### src/rtl/c28soi_pm_control_jtag_pkg.sv
// Shared definitions for the PM controller JTAG data registers:
// capture-source encodings and a constant-evaluable ceil(log2) helper.
package c28soi_pm_control_jtag_pkg;

    localparam int CAP_ZERO     = 0;
    localparam int CAP_EXT      = 1;
    localparam int CAP_READBACK = 2;

    // Smallest r with 2**r >= n; usable in parameter expressions.
    function automatic int clog2(input int n);
        int r;
        r = 0;
        for (int i = 0; i < 31; i++) begin
            if ((1 << i) < n) r = i + 1;
        end
        return r;
    endfunction

endpackage

### src/rtl/c28soi_pm_control_jtag_len_cnt.sv
// Saturating shift-length counter for a JTAG data register; reports when
// exactly WIDTH shifts have happened since the last clear.
module c28soi_pm_control_jtag_len_cnt
    import c28soi_pm_control_jtag_pkg::*;
#(
    parameter int WIDTH = 8,
    parameter int CW    = clog2(WIDTH + 2)
) (
    input  logic reg_tck,
    input  logic reg_rst_n,
    input  logic clr,
    input  logic inc,
    output logic eq_width
);

    localparam logic [CW-1:0] CNT_SAT = CW'(WIDTH + 1);
    localparam logic [CW-1:0] CNT_LEN = CW'(WIDTH);

    logic [CW-1:0] cnt;

    // Stops at WIDTH+1 so any over-shift stays distinguishable from WIDTH.
    always_ff @(posedge reg_tck or negedge reg_rst_n) begin
        if (!reg_rst_n) begin
            cnt <= '0;
        end else if (clr) begin
            cnt <= '0;
        end else if (inc && (cnt != CNT_SAT)) begin
            cnt <= cnt + 1'b1;
        end
    end

    assign eq_width = (cnt == CNT_LEN);

endmodule

### src/rtl/c28soi_pm_control_jtag_tdr.sv
// WIDTH-bit JTAG test data register: capture/shift stage, shadow update stage
// with a one-cycle update pulse and optional shift-length checking.
module c28soi_pm_control_jtag_tdr
    import c28soi_pm_control_jtag_pkg::*;
#(
    parameter int               WIDTH       = 8,
    parameter logic [WIDTH-1:0] RESET_VAL   = '0,
    parameter int               CAPTURE_SRC = 1,
    parameter int               STRICT_LEN  = 1
) (
    input  logic             reg_tck,
    input  logic             reg_rst_n,
    input  logic             reg_tdi,
    input  logic             reg_select,
    input  logic             reg_capture_en,
    input  logic             reg_shift_enable,
    input  logic             reg_update_en,
    input  logic [WIDTH-1:0] reg_capture_data,
    output logic             reg_tdo,
    output logic [WIDTH-1:0] reg_update_data,
    output logic             reg_update_pulse,
    output logic             reg_len_err
);

    logic [WIDTH-1:0] shift_q;
    logic [WIDTH-1:0] update_q;
    logic [WIDTH-1:0] shift_nxt;
    logic [WIDTH-1:0] capture_val;
    logic             pulse_q;
    logic             err_q;
    logic             do_capture;
    logic             do_shift;
    logic             do_update;
    logic             upd_ok;
    logic             eq_width;

    // One action per edge: capture beats shift beats update.
    assign do_capture = reg_select & reg_capture_en;
    assign do_shift   = reg_select & ~reg_capture_en & reg_shift_enable;
    assign do_update  = reg_select & ~reg_capture_en & ~reg_shift_enable & reg_update_en;
    assign upd_ok     = (STRICT_LEN == 0) | eq_width;

    always_comb begin
        capture_val = '0;
        case (CAPTURE_SRC)
            CAP_EXT:      capture_val = reg_capture_data;
            CAP_READBACK: capture_val = update_q;
            default:      capture_val = '0;
        endcase
    end

    // Written as shift-then-overwrite so WIDTH=1 needs no empty slice.
    always_comb begin
        shift_nxt            = shift_q >> 1;
        shift_nxt[WIDTH-1]   = reg_tdi;
    end

    always_ff @(posedge reg_tck or negedge reg_rst_n) begin
        if (!reg_rst_n) begin
            shift_q <= RESET_VAL;
        end else if (do_capture) begin
            shift_q <= capture_val;
        end else if (do_shift) begin
            shift_q <= shift_nxt;
        end
    end

    always_ff @(posedge reg_tck or negedge reg_rst_n) begin
        if (!reg_rst_n) begin
            update_q <= RESET_VAL;
        end else if (do_update && upd_ok) begin
            update_q <= shift_q;
        end
    end

    always_ff @(posedge reg_tck or negedge reg_rst_n) begin
        if (!reg_rst_n) begin
            pulse_q <= 1'b0;
            err_q   <= 1'b0;
        end else begin
            pulse_q <= do_update & upd_ok;
            if (do_capture) begin
                err_q <= 1'b0;
            end else if (do_update && !upd_ok) begin
                err_q <= 1'b1;
            end
        end
    end

    c28soi_pm_control_jtag_len_cnt #(
        .WIDTH (WIDTH)
    ) u_len_cnt (
        .reg_tck   (reg_tck),
        .reg_rst_n (reg_rst_n),
        .clr       (do_capture),
        .inc       (do_shift),
        .eq_width  (eq_width)
    );

    assign reg_tdo          = shift_q[0];
    assign reg_update_data  = update_q;
    assign reg_update_pulse = pulse_q;
    assign reg_len_err      = err_q;

endmodule

### config.mk
export PLATFORM = sky130hd
export DESIGN_NAME = c28soi_pm_control_jtag_tdr
export DESIGN_NICKNAME = d
export VERILOG_FILES = /design/src/rtl/c28soi_pm_control_jtag_pkg.sv /design/src/rtl/c28soi_pm_control_jtag_len_cnt.sv /design/src/rtl/c28soi_pm_control_jtag_tdr.sv
export SDC_FILE = /design/constraint.sdc
export NUM_CORES = 1
export LEC_CHECK = 0
export ABC_AREA = 1
export BUFFER_PORTS_ARGS = -buffer_cell sky130_fd_sc_hd__buf_4
export CAP_MARGIN = 15
export CORE_UTILIZATION = 58
export CTS_BUF_LIST = sky130_fd_sc_hd__clkbuf_2
export CTS_CLUSTER_SIZE = 20
export DETAILED_ROUTE_END_ITERATION = 16
export GPL_TIMING_DRIVEN = 0
export PLACE_DENSITY_LB_ADDON = 0.05
export RECOVER_POWER = 25
export SLEW_MARGIN = 20
export SYNTH_ARGS = -nofsm -noshare
export SYNTH_HDL_FRONTEND = slang
export SYNTH_SLANG_ARGS = --single-unit
export TNS_END_PERCENT = 10
### constraint.sdc
create_clock -name reg_tck -period 2.3 [get_ports reg_tck]
set_input_delay 0.46 -clock reg_tck [delete_from_list [all_inputs] [get_ports reg_tck]]
set_output_delay 0.46 -clock reg_tck [all_outputs]
set_load 0.005 [all_outputs]
Word level (Yosys, flattened, before mapping):

Cells that the tools add are included.

* bitwise logic cells: 8
* $mul: 0
* eq/ne operators: 2
* $add $sub $neg: 1
* multiplexer cells: 6
* div/mod/pow operators: 0
* shift-type cells: 0
* reductions and logical operators: 7
* magnitude comparators: 0

Operators with widths (number)
* 8-bit 2-to-1 mux: 2
* 4-bit 2-to-1 mux: 2
* 1-bit AND: 6
* 2-bit nonzero test: 3
* 4-bit by 1-bit adder with 4-bit output (second input constant): 1
* 4-bit == test (second input constant): 1
* 4-bit inequality test (second input constant): 1
* 1-bit logical AND: 3
* 1-bit 2-to-1 mux: 2
* 1-bit inverter: 2
* 1-bit logical NOT: 1

* register bits: 22
* memories: 0
* RAM bits: 0
* ROM bits: 0
* latch bits: 0
* input bits: 15
* logic and storage cells: 29
* output and inout bits: 11

Logic depth before layout (Yosys ltp):

Gate-level depths: netlist of run 1.

* word-level depth: 7
* gate-level depth with buffers: 7
* depth with buffers taken out: 7

By module:

From an unflattened synthesis of run 1, not the netlist that was laid out.

* cell total of the unflattened synthesis: 131
* area total of the unflattened synthesis: 1069.8 um2

By module, submodules not included
* c28soi_pm_control_jtag_tdr: instances 1, seq. area each 450.4 um2, cells each 98, area each 808.3 um2
* c28soi_pm_control_jtag_len_cnt: instances 1, seq. area each 100.1 um2, cells each 33, area each 261.5 um2

Worst setup path after synthesis of run 1:

OpenSTA, ideal clock, no wires.

* path kind: reg2reg
* start point: reg u_len_cnt.cnt[0]
* end point: reg update_q[0] (netlist: reg_update_data[0])
* period minus slack after synthesis: 1179 ps
* data arrival time: 1063 ps
* library setup time: 117 ps
* stages on the path, launching flop included: 7
* required time: 2183 ps
* buffers on the path: 0
* path slack: 1121 ps
* cell sequence: dfrtp_1 -> inv_1 -> ha_1 -> nand3_2 -> nand3b_4 -> nand2_1 -> nand2_1

* longest elaborated chain between the ends: 2

RTL lines
* from (decl): line c28soi_pm_control_jtag_len_cnt.sv:19 `logic [CW-1:0] cnt;`
* from (signal assigned): line c28soi_pm_control_jtag_len_cnt.sv:28 `cnt <= cnt + 1'b1;`
* 4-bit == test: line c28soi_pm_control_jtag_len_cnt.sv:32 `assign eq_width = (cnt == CNT_LEN);`
* 1-bit logical AND: line c28soi_pm_control_jtag_tdr.sv:71 `end else if (do_update && upd_ok) begin`
* to (signal assigned): line c28soi_pm_control_jtag_tdr.sv:72 `update_q <= shift_q;`
* to (decl): line c28soi_pm_control_jtag_tdr.sv:26 `logic [WIDTH-1:0] update_q;`

Every way passes these cells.
A chain may end at the register's enable or synchronous reset.

==> results_dict.tcl, run 1 <==
set metrics [dict create \
    cp.arrival_ns 1.84 \
    drt-pass1-iter-count 4 \
    ys_top_cells_by_count "nand2_1, dfrtp_1, nand3_1" \
    synth_cell_types 18 \
    r2r_slack_ns 0.96 \
    fp.dieW_um 44.5 \
    hpwl_um 1410 \
    critPathBufInv 2 \
    cts_tree "yes" \
    drt_iter0_markers 35 \
    yosysMostFrequentCell "nand2_1" \
    synthArstFlopShare 1.00 \
    antenna_found_initial 0 \
    areaGrowthSynthToFinish_pct 25.7 \
    crit_path_start_kind "input port" \
    critPathMaxFanout 22 \
    overflow 0 \
    drt-total-wl_um 1970 \
    nets 172 \
    critPathCaptureType "asynchronous set/reset pin" \
    cp_cell_sequence "dlygate4sd3_1 > clkbuf_1" \
    top_level_ports 26 \
    fin_skew_ns 0.00757 \
    synth_area_leaders "dfrtp_1, nand2_1, nand3_1, ha_1, nor2_4" \
    ys_warn_count 0 \
    drive_gt1_frac 0.275 \
    irDropWorstVdd_mv 0.558 \
    postLayoutCellArea_um2 1320 \
    crit_type "in -> async" \
    min_path_type "in -> reg" \
    cts_hold_buf 1 \
    dieArea_um2 1980 \
    grt_max_degree 23 \
    crit_slowest_cell "clkbuf_1" \
    fin_util 0.826 \
    synth_top_cell_by_area "dfrtp_1" \
    grt_pass1_vias 769 \
    critPathRequiredTime_ns 2.61 \
    final.setup.tns_ns 0 \
    final_antenna_net_count 0 \
    routedWlPerCell_um 11.1 \
    netlist.area_leader.share 0.526 \
    relSlewSlack 0.239 \
    rows 14 \
    synth_cells 123 \
    clkSlewWorstSetupHoldPaths_ns 0.21 \
    post-route-drc-count 0 \
    viasPerCell 4.87 \
    fp.dieH_um 44.5 \
    synth-edff-count 0 \
    critical-path-top-delay-family "buffers and inverters" \
    cts_sinks 22 \
    period_minus_slack_ns 1.53 \
    slew_violations 0 \
    cts_setup_buffers 0 \
    synth.avg_cell_area_um2 8.51 \
    io_buffers 25 \
    n_fill_cell 108 \
    gp_congestion 0.737 \
    dpl_cell_area_um2 1260 \
    diodes 0 \
    p_per_area_nw_per_um2 691 \
    setup_viol 0 \
    rsz0062_at_grt "false" \
    outcome "finished, final reports clean" \
    cpPeakStageDelay_ns 0.85 \
    ys_seq_area_frac 0.526 \
    drv_cap 0 \
    max_freq_mhz 653 \
    worstMarginPinSlew_ns 1.14 \
    cts_buffers 3 \
    cts_root_buf "clkbuf_2" \
    num_vias 862 \
    syn-num-nets 141 \
    grt_pass1_wl_um 3320 \
    htreeDepth 1 \
    core_region_area_um2 1590 \
    cts_max_path_buffers 2 \
    cts-resized-gates 0 \
    clock_latency_ns 0.32 \
    hold_violations 0 \
    initial_utilization 0.657 \
    synthFlopType "dfrtp_1" \
    cellLeakagePower_nw 0.726 \
    synthesis.area_um2 1050 \
    synth_seq_cells 22 \
    grt_usage 0.232 \
    finalCritPeriodShare 0.666 \
]
cells by family (layout without fill, tap and decap cells):
family | after synthesis | count (layout) | synth area share
simple gates | 83 | 83 | 0.370
flops | 22 | 22 | 0.526
buf+inv | 10 | 40 | 0.0406
compound gates | 4 | 4 | 0.0191
fa+ha+maj | 3 | 3 | 0.0358
xor+xnor | 1 | 1 | 0.00836
per-layer routing:
| layer | vias up | track usage | wire (µm) |
|---|---|---|---|
| li1 | 446 | - | - |
| met1 | 393 | 0.306 | 861 |
| met2 | 21 | 0.382 | 1010 |
| met3 | 2 | 0.0408 | 80 |
| met4 | 0 | 0.0909 | 14 |
| met5 | - | 0 | 0 |
report_power, final:
part	switching (W)	internal [W]
combinational	0.0000818	0.0000851
clock	0.000117	0.000150
sequential	0.0000371	0.000439
total	0.000236	0.000674
path summary, 6_finish.rpt:
path / startpoint / endpoint / depth (start not counted)
max in group reg_tck: shift_q[0]$_DFFE_PN0P_ / reg_tdo / 1
worst max-delay path: reg_rst_n / u_len_cnt.cnt[0]$_DFFE_PN0P_ / 2
worst max register to register: u_len_cnt.cnt[0]$_DFFE_PN0P_ / reg_update_data[0]$_DFFE_PN0P_ / 6
worst min-delay path: reg_capture_data[3] / shift_q[3]$_DFFE_PN0P_ / 3
min in group asynchronous: reg_rst_n / reg_update_data[7]$_DFFE_PN0P_ / 2
worst min register to register: reg_update_data[1]$_DFFE_PN0P_ / reg_update_data[1]$_DFFE_PN0P_ / 2
cells in the final DEF, fill, tap and decap left out:
cell           netlist  routed
nand2_1             58      58
buf_4                1      25
dfrtp_1             22      22
nand3_1             13      13
inv_1                4       4
inv_2                4       4
nor2_4               3       3
nand4_1              3       3
o21ai_1              3       3
ha_1                 3       3
clkbuf_2             0       3
nand2_2              2       2
nand3_2              1       1
nand3b_4             1       1
xor2_1               1       1
buf_2                1       1
a21oi_1              1       1
nor2_2               1       1
nor2_1               1       1
bufinv_16            0       1
dlygate4sd3_1        0       1
clkbuf_1             0       1
registers in the layout, summed over array words and instances, names as in the netlist:
register          cells
shift_q               8
reg_update_pulse      1
reg_update_data       8
u_len_cnt.cnt         4
reg_len_err           1
stage by stage:
stage               hold slack (ns)  power (W)  std cells  worst slack [ns]
finish                        0.328   0.000909        177             0.769
global placement              0.360   0.000643        172             0.937
detailed placement            0.364   0.000651        172             0.883
CTS                           0.325   0.000917        177             0.924
floorplan                     0.164   0.000563        123              1.12
global route                  0.320   0.000957        177             0.470
area by class of cell:
cell class / instances / area [µm²] / area share
well taps: 24 / 30.0 / 0.0228
plain buffers: 2 / 12.5 / 0.00951
clock buffers: 3 / 15.0 / 0.0114
flip-flops and latches: 22 / 551 / 0.418
repair buffers: 26 / 194 / 0.147
inverters: 8 / 30.0 / 0.0228
clock inverters: 1 / 30.0 / 0.0228
multi-input cells: 91 / 454 / 0.345
(Power assumes the default switching activity.)
==> inputs of run 2 (changes only) <==
--- a/config.mk
+++ b/config.mk
@@ -8,7 +8,7 @@
 export ABC_AREA = 1
 export BUFFER_PORTS_ARGS = -buffer_cell sky130_fd_sc_hd__buf_4
 export CAP_MARGIN = 15
-export CORE_UTILIZATION = 58
+export CORE_UTILIZATION = 54
 export CTS_BUF_LIST = sky130_fd_sc_hd__clkbuf_2
 export CTS_CLUSTER_SIZE = 20
 export DETAILED_ROUTE_END_ITERATION = 16
==> constraint.sdc (replaced) <==
create_clock -name reg_tck -period 1.43 [get_ports reg_tck]
set_input_delay 0.286 -clock reg_tck [delete_from_list [all_inputs] [get_ports reg_tck]]
set_output_delay 0.286 -clock reg_tck [all_outputs]
set_load 0.005 [all_outputs]
==> run 2 against run 1 <==
  * Combinational power grew 63%
  * Worst setup slack lost 0.67 ns
  * Clock skew grew 0.0061 ns
  * Clock-buffer cell count is the same
  * Largest cell class unchanged
  * Die area grew 7.1%
  * Critical path depth grew 5
  * Sequential power grew 62%
  * Sequential share of layout area shrank 0.079 points
==> results_dict.tcl, run 2 (synthesis gave the netlist of run 1 again) <==
set metrics [dict create \
    setup_viol 0 \
    drt-pass1-iter-count 4 \
    cts_root_buf "clkbuf_2" \
    cts_max_path_buffers 2 \
    hpwl_um 1510 \
    drive_gt1_frac 0.281 \
    routedWlPerCell_um 12.1 \
    cts_sinks 22 \
    p_per_area_nw_per_um2 1120 \
    core_region_area_um2 1760 \
    relSlewSlack 0.644 \
    power.internal_w 0.00108 \
    crit_type "reg -> reg" \
    worstMarginPinSlew_ns 0.533 \
    critPathMaxFanout 4 \
    power_w 0.00148 \
    rsz0062_at_grt "false" \
    critPathCaptureType "flip-flop" \
    p_sw_w 0.000397 \
    cpPeakStageDelay_ns 0.45 \
    n_fill_cell 148 \
    drv_cap 0 \
    cts_tree "yes" \
    fp.dieH_um 46.0 \
    place_inst 173 \
    critPathBufInv 1 \
    post-route-drc-count 0 \
    diodes 0 \
    io_buffers 25 \
    p_clk_frac 0.297 \
    clkSlewWorstSetupHoldPaths_ns 0.22 \
    dieArea_um2 2120 \
    grt_pass1_wl_um 3390 \
    pwr-share-seq 0.519 \
    grt_usage 0.232 \
    max_freq_mhz 751 \
    fin_ws_ns 0.0977 \
    final_antenna_net_count 0 \
    drt-total-wl_um 2160 \
    pre_cts_slack_ns 0.113 \
    drt_iter0_markers 20 \
    initial_utilization 0.594 \
    nets 172 \
    slew_violations 0 \
    postLayoutCellArea_um2 1320 \
    switching_share 0.268 \
    layout_commonest_cell "nand2_1" \
    critical-path-top-delay-family "simple AND/OR/NAND/NOR gates" \
    cellLeakagePower_nw 0.729 \
    cp_cell_sequence "inv_1 > ha_1 > nand3_1 > nand2_1 > nand2_1 > nand2_1 > nand2_1" \
    htreeDepth 1 \
    num_vias 884 \
    irDropWorstVdd_mv 0.630 \
    outcome "finished, final reports clean" \
    period_minus_slack_ns 1.33 \
    gp_congestion 0.668 \
    cp.arrival_ns 1.59 \
    crit_path_start_kind "flip-flop" \
    fin_skew_ns 0.0137 \
    final_cell_mix "nand2_1, buf_4, dfrtp_1" \
    crit_slowest_cell "dfrtp_1" \
    grt_pass1_vias 806 \
    viasPerCell 4.97 \
    fp.dieW_um 46.0 \
    finalCritPeriodShare 0.932 \
    min_path_type "in -> reg" \
    comb_power_share 0.184 \
    fin_cells 178 \
    cts_buffers 3 \
    grt_max_degree 23 \
    dpl_cell_area_um2 1270 \
    final.setup.tns_ns 0 \
    top_level_ports 26 \
    hold_violations 0 \
    clock_latency_ns 0.34 \
    rows 15 \
    critPathRequiredTime_ns 1.69 \
    areaGrowthSynthToFinish_pct 25.9 \
    overflow 0 \
    antenna_found_initial 0 \
    cpMostUsedCell "nand2_1" \
]
-- run 2: cell counts in the layout (fill, tap and decap cells not counted) --
Identical to the previous run, type by type.
-- run 2: final timing paths --
| kind | depth (start not counted) | slack [ns] | to | start |
|---|---|---|---|---|
| worst max-delay path | 7 | 0.1 | u_len_cnt.cnt[3]$_DFFE_PN0P_ | u_len_cnt.cnt[1]$_DFFE_PN0P_ |
| worst min-delay path | 3 | 0.14 | shift_q[1]$_DFFE_PN0P_ | reg_capture_data[1] |
| worst max register to register | 7 | 0.1 | u_len_cnt.cnt[3]$_DFFE_PN0P_ | u_len_cnt.cnt[1]$_DFFE_PN0P_ |
| worst min register to register | 2 | 0.51 | reg_update_data[0]$_DFFE_PN0P_ | reg_update_data[0]$_DFFE_PN0P_ |
| max in group asynchronous | 2 | 0.66 | u_len_cnt.cnt[1]$_DFFE_PN0P_ | reg_rst_n |
| min in group asynchronous | 2 | 0.41 | reg_update_data[7]$_DFFE_PN0P_ | reg_rst_n |
-- run 2: metrics by stage --
step           hold WS, ns   util
6_report             0.137  0.748
5_1_grt              0.135  0.748
4_1_cts              0.132  0.749
3_5_place_dp         0.189  0.718
3_3_place_gp         0.184  0.718
2_1_floorplan     -0.00959      -
-- run 2: area by class of cell --
class | instances | area [µm²] | share of cell area
clock buffers | 3 | 15.0 | 0.0114
plain buffers | 2 | 12.5 | 0.00949
well taps | 25 | 31.3 | 0.0237
clock inverters | 1 | 30.0 | 0.0228
flip-flops and latches | 22 | 551 | 0.417
inverters | 8 | 30.0 | 0.0228
multi-input cells | 91 | 454 | 0.344
repair buffers | 26 | 195 | 0.148
-- run 2: tightest hold or removal path: stages --
cell	delay [ns]
buf_4	0.08
nand2_1	0.04
nand3_1	0.07
-- run 2: power by group through the flow --
stage / Sequential [W] / Combinational (W) / Clock, W
final: 0.000769 / 0.000272 / 0.000440
after global routing: 0.000779 / 0.000307 / 0.000467
after CTS: 0.000769 / 0.000276 / 0.000448
after detailed placement: 0.000779 / 0.000272 / 0
after global placement: 0.000775 / 0.000260 / 0
after floorplan: 0.000773 / 0.000132 / 0
-- run 2: routing by layer --
metal	part of all wire	global-route usage	routed length [µm]
met5	0	0	0
met4	0.010	0.124	22
met3	0.040	0.0357	86
met2	0.51	0.386	1110
met1	0.44	0.288	939
-- run 2: repair_timing --
item / in CTS / in global routing
hold endpoints to repair: 22 / 0
setup endpoints to repair: 0 / 1
resized for setup: 0 / 0
hold buffers: 1 / 0
setup buffers: 0 / 0
==> inputs of run 3 (changes only) <==
--- a/config.mk
+++ b/config.mk
@@ -13,7 +13,7 @@
 export CTS_CLUSTER_SIZE = 20
 export DETAILED_ROUTE_END_ITERATION = 16
 export GPL_TIMING_DRIVEN = 0
-export PLACE_DENSITY_LB_ADDON = 0.05
+export PLACE_DENSITY = 0.81
 export RECOVER_POWER = 25
 export SLEW_MARGIN = 20
 export SYNTH_ARGS = -nofsm -noshare
==> run 3 against run 2 <==
  * Clock-buffer cell count is the same
  * Global-route usage grew 0.075 points
  * Final area shrank 1.4%
  * Power shrank 13%
  * Largest power group unchanged
  * Sequential share of layout area grew 0.60 points
  * Clock power shrank 46%
  * Worst setup slack lost 0.0031 ns
  * Non-clock buffer count grew 1
  * Die area is the same
  * Critical endpoint is now u_len_cnt.cnt[0]$_DFFE_PN0P_
==> results_dict.tcl, run 3 (synthesis gave the netlist of run 1 again) <==
set metrics [dict create \
    outcome "finished, final reports clean" \
    clkSlewWorstSetupHoldPaths_ns 0.21 \
    cts_sinks 22 \
    initial_utilization 0.594 \
    power_w 0.00128 \
    relSlewSlack 0.633 \
    drive_gt1_frac 0.286 \
    areaGrowthSynthToFinish_pct 24.1 \
    max_freq_mhz 749 \
    dieArea_um2 2120 \
    slew_violations 0 \
    top_level_ports 26 \
    routedWlPerCell_um 12.0 \
    drt-pass1-iter-count 4 \
    drt_iter0_markers 23 \
    grt_pass1_vias 827 \
    fin_ws_ns 0.0946 \
    holdWs_ns 0.178 \
    finalCritPeriodShare 0.934 \
    fin_cells 179 \
    r2r_end "u_len_cnt.cnt[0]$_DFFE_PN0P_" \
    final_antenna_net_count 0 \
    worstMarginPinSlew_ns 0.550 \
    num_vias 891 \
    cts_max_path_buffers 2 \
    cp_cell_sequence "buf_4 > ha_1 > nand3_1 > nand2_1 > nand2_1 > o21ai_1" \
    pre_cts_slack_ns 0.109 \
    cellLeakagePower_nw 0.721 \
    cpMostUsedCell "nand2_1" \
    drv_cap 0 \
    gp_congestion 0.805 \
    hpwl_um 1580 \
    p_per_area_nw_per_um2 987 \
    antenna_found_initial 0 \
    cpPeakStageDelay_ns 0.47 \
    cts_tree "yes" \
    post-route-drc-count 0 \
    period_minus_slack_ns 1.34 \
    rsz0062_at_grt "false" \
    grt_usage 0.233 \
    critPathCaptureType "flip-flop" \
    hold_violations 0 \
    min_path_type "in -> reg" \
    diodes 0 \
    irDropWorstVdd_mv 0.577 \
    grt_pass1_wl_um 3530 \
    reg2regPathDepth 6 \
    setup_viol 0 \
    cp.arrival_ns 1.55 \
    fin_skew_ns 0.0187 \
    final.setup.tns_ns 0 \
    critPathRequiredTime_ns 1.64 \
    fp.dieH_um 46.0 \
    cts_buffers 3 \
    final_cell_mix "nand2_1, buf_4, dfrtp_1" \
    crit_type "reg -> reg" \
    crit_slowest_cell "dfrtp_1" \
    nets 173 \
    grt_max_degree 23 \
    overflow 0 \
    crit_path_start_kind "flip-flop" \
    clock_latency_ns 0.31 \
    min-delay-start "reg_capture_data[6]" \
    n_fill_cell 150 \
    timing.rr.start "u_len_cnt.cnt[0]$_DFFE_PN0P_" \
    drt-total-wl_um 2150 \
    htreeDepth 1 \
    hold_depth 3 \
    rows 15 \
    critPathMaxFanout 5 \
    layout_commonest_cell "nand2_1" \
    cts_root_buf "clkbuf_2" \
    viasPerCell 4.98 \
    place_inst 173 \
    r2r_slack_ns 0.09 \
    holdPathEnd "shift_q[6]$_DFFE_PN0P_" \
    core_region_area_um2 1760 \
    io_buffers 25 \
    fp.dieW_um 46.0 \
]
## run 3: changes by cell type in the layout (fill, tap and decap cells not counted), sizes merged
cell	change
buf	+1
bufinv	-1
clkinv	+1
## run 3: layout make-up
class / instances / area (µm²) / area share
Sequential cell: 22 / 551 / 0.423
Multi-Input combinational cell: 91 / 454 / 0.349
Timing Repair Buffer: 27 / 203 / 0.156
Tap cell: 25 / 31.3 / 0.0241
Inverter: 8 / 30.0 / 0.0231
Clock buffer: 3 / 15.0 / 0.0115
Buffer: 2 / 12.5 / 0.00962
Clock inverter: 1 / 3.75 / 0.00289
## run 3: through the flow
| step | instance area [µm²] | utilization |
|---|---|---|
| 6_report | 1300 | 0.737 |
| 5_1_grt | 1300 | 0.737 |
| 4_1_cts | 1290 | 0.734 |
| 3_5_place_dp | 1270 | 0.718 |
| 3_3_place_gp | 1270 | 0.718 |
| 2_1_floorplan | 1050 | - |
## run 3: worst max-delay path by stage
stage,startpoint,endpoint,depth (start not counted)
2_1_floorplan,u_len_cnt.cnt[0]$_DFFE_PN0P_,reg_update_data[0]$_DFFE_PN0P_,6
3_3_place_gp,u_len_cnt.cnt[0]$_DFFE_PN0P_,reg_update_data[4]$_DFFE_PN0P_,6
3_5_place_dp,u_len_cnt.cnt[0]$_DFFE_PN0P_,reg_update_data[1]$_DFFE_PN0P_,6
4_1_cts,u_len_cnt.cnt[0]$_DFFE_PN0P_,reg_update_data[4]$_DFFE_PN0P_,6
5_1_grt,u_len_cnt.cnt[1]$_DFFE_PN0P_,reg_update_data[2]$_DFFE_PN0P_,6
6_report,u_len_cnt.cnt[0]$_DFFE_PN0P_,u_len_cnt.cnt[0]$_DFFE_PN0P_,6
## run 3: timing repair
| action | CTS | global route |
|---|---|---|
| hold buffers | 1 | 0 |
| setup buffers | 0 | 1 |
| resized for setup | 0 | 1 |
| setup endpoints to repair | 0 | 2 |
| endpoints found under the hold margin | 22 | 0 |
## run 3: layer usage
metal	part of all wire	vias up	track usage	wire length, µm
met1	0.44	419	0.281	953
met4	0.0056	0	0.0765	12
met3	0.033	2	0.0476	71
met5	0	-	0	0
li1	-	454	-	-
met2	0.52	16	0.408	1110
## run 3: where the power goes
| part | internal, W | switching [W] |
|---|---|---|
| Clock | 0.0000608 | 0.000176 |
| Combinational | 0.000142 | 0.000134 |
| Sequential | 0.000706 | 0.0000644 |
| Total | 0.000908 | 0.000375 |
## run 3: critical path: cells and delay by family, from the launching register on
kind | cells | cell delay, ns
flip-flops | 1 | 0.47
AND/OR/NAND/NOR | 3 | 0.38
adder cells (fa/ha/maj) | 1 | 0.18
buffers and inverters | 1 | 0.16
AO/OA/AOI/OAI | 1 | 0.07
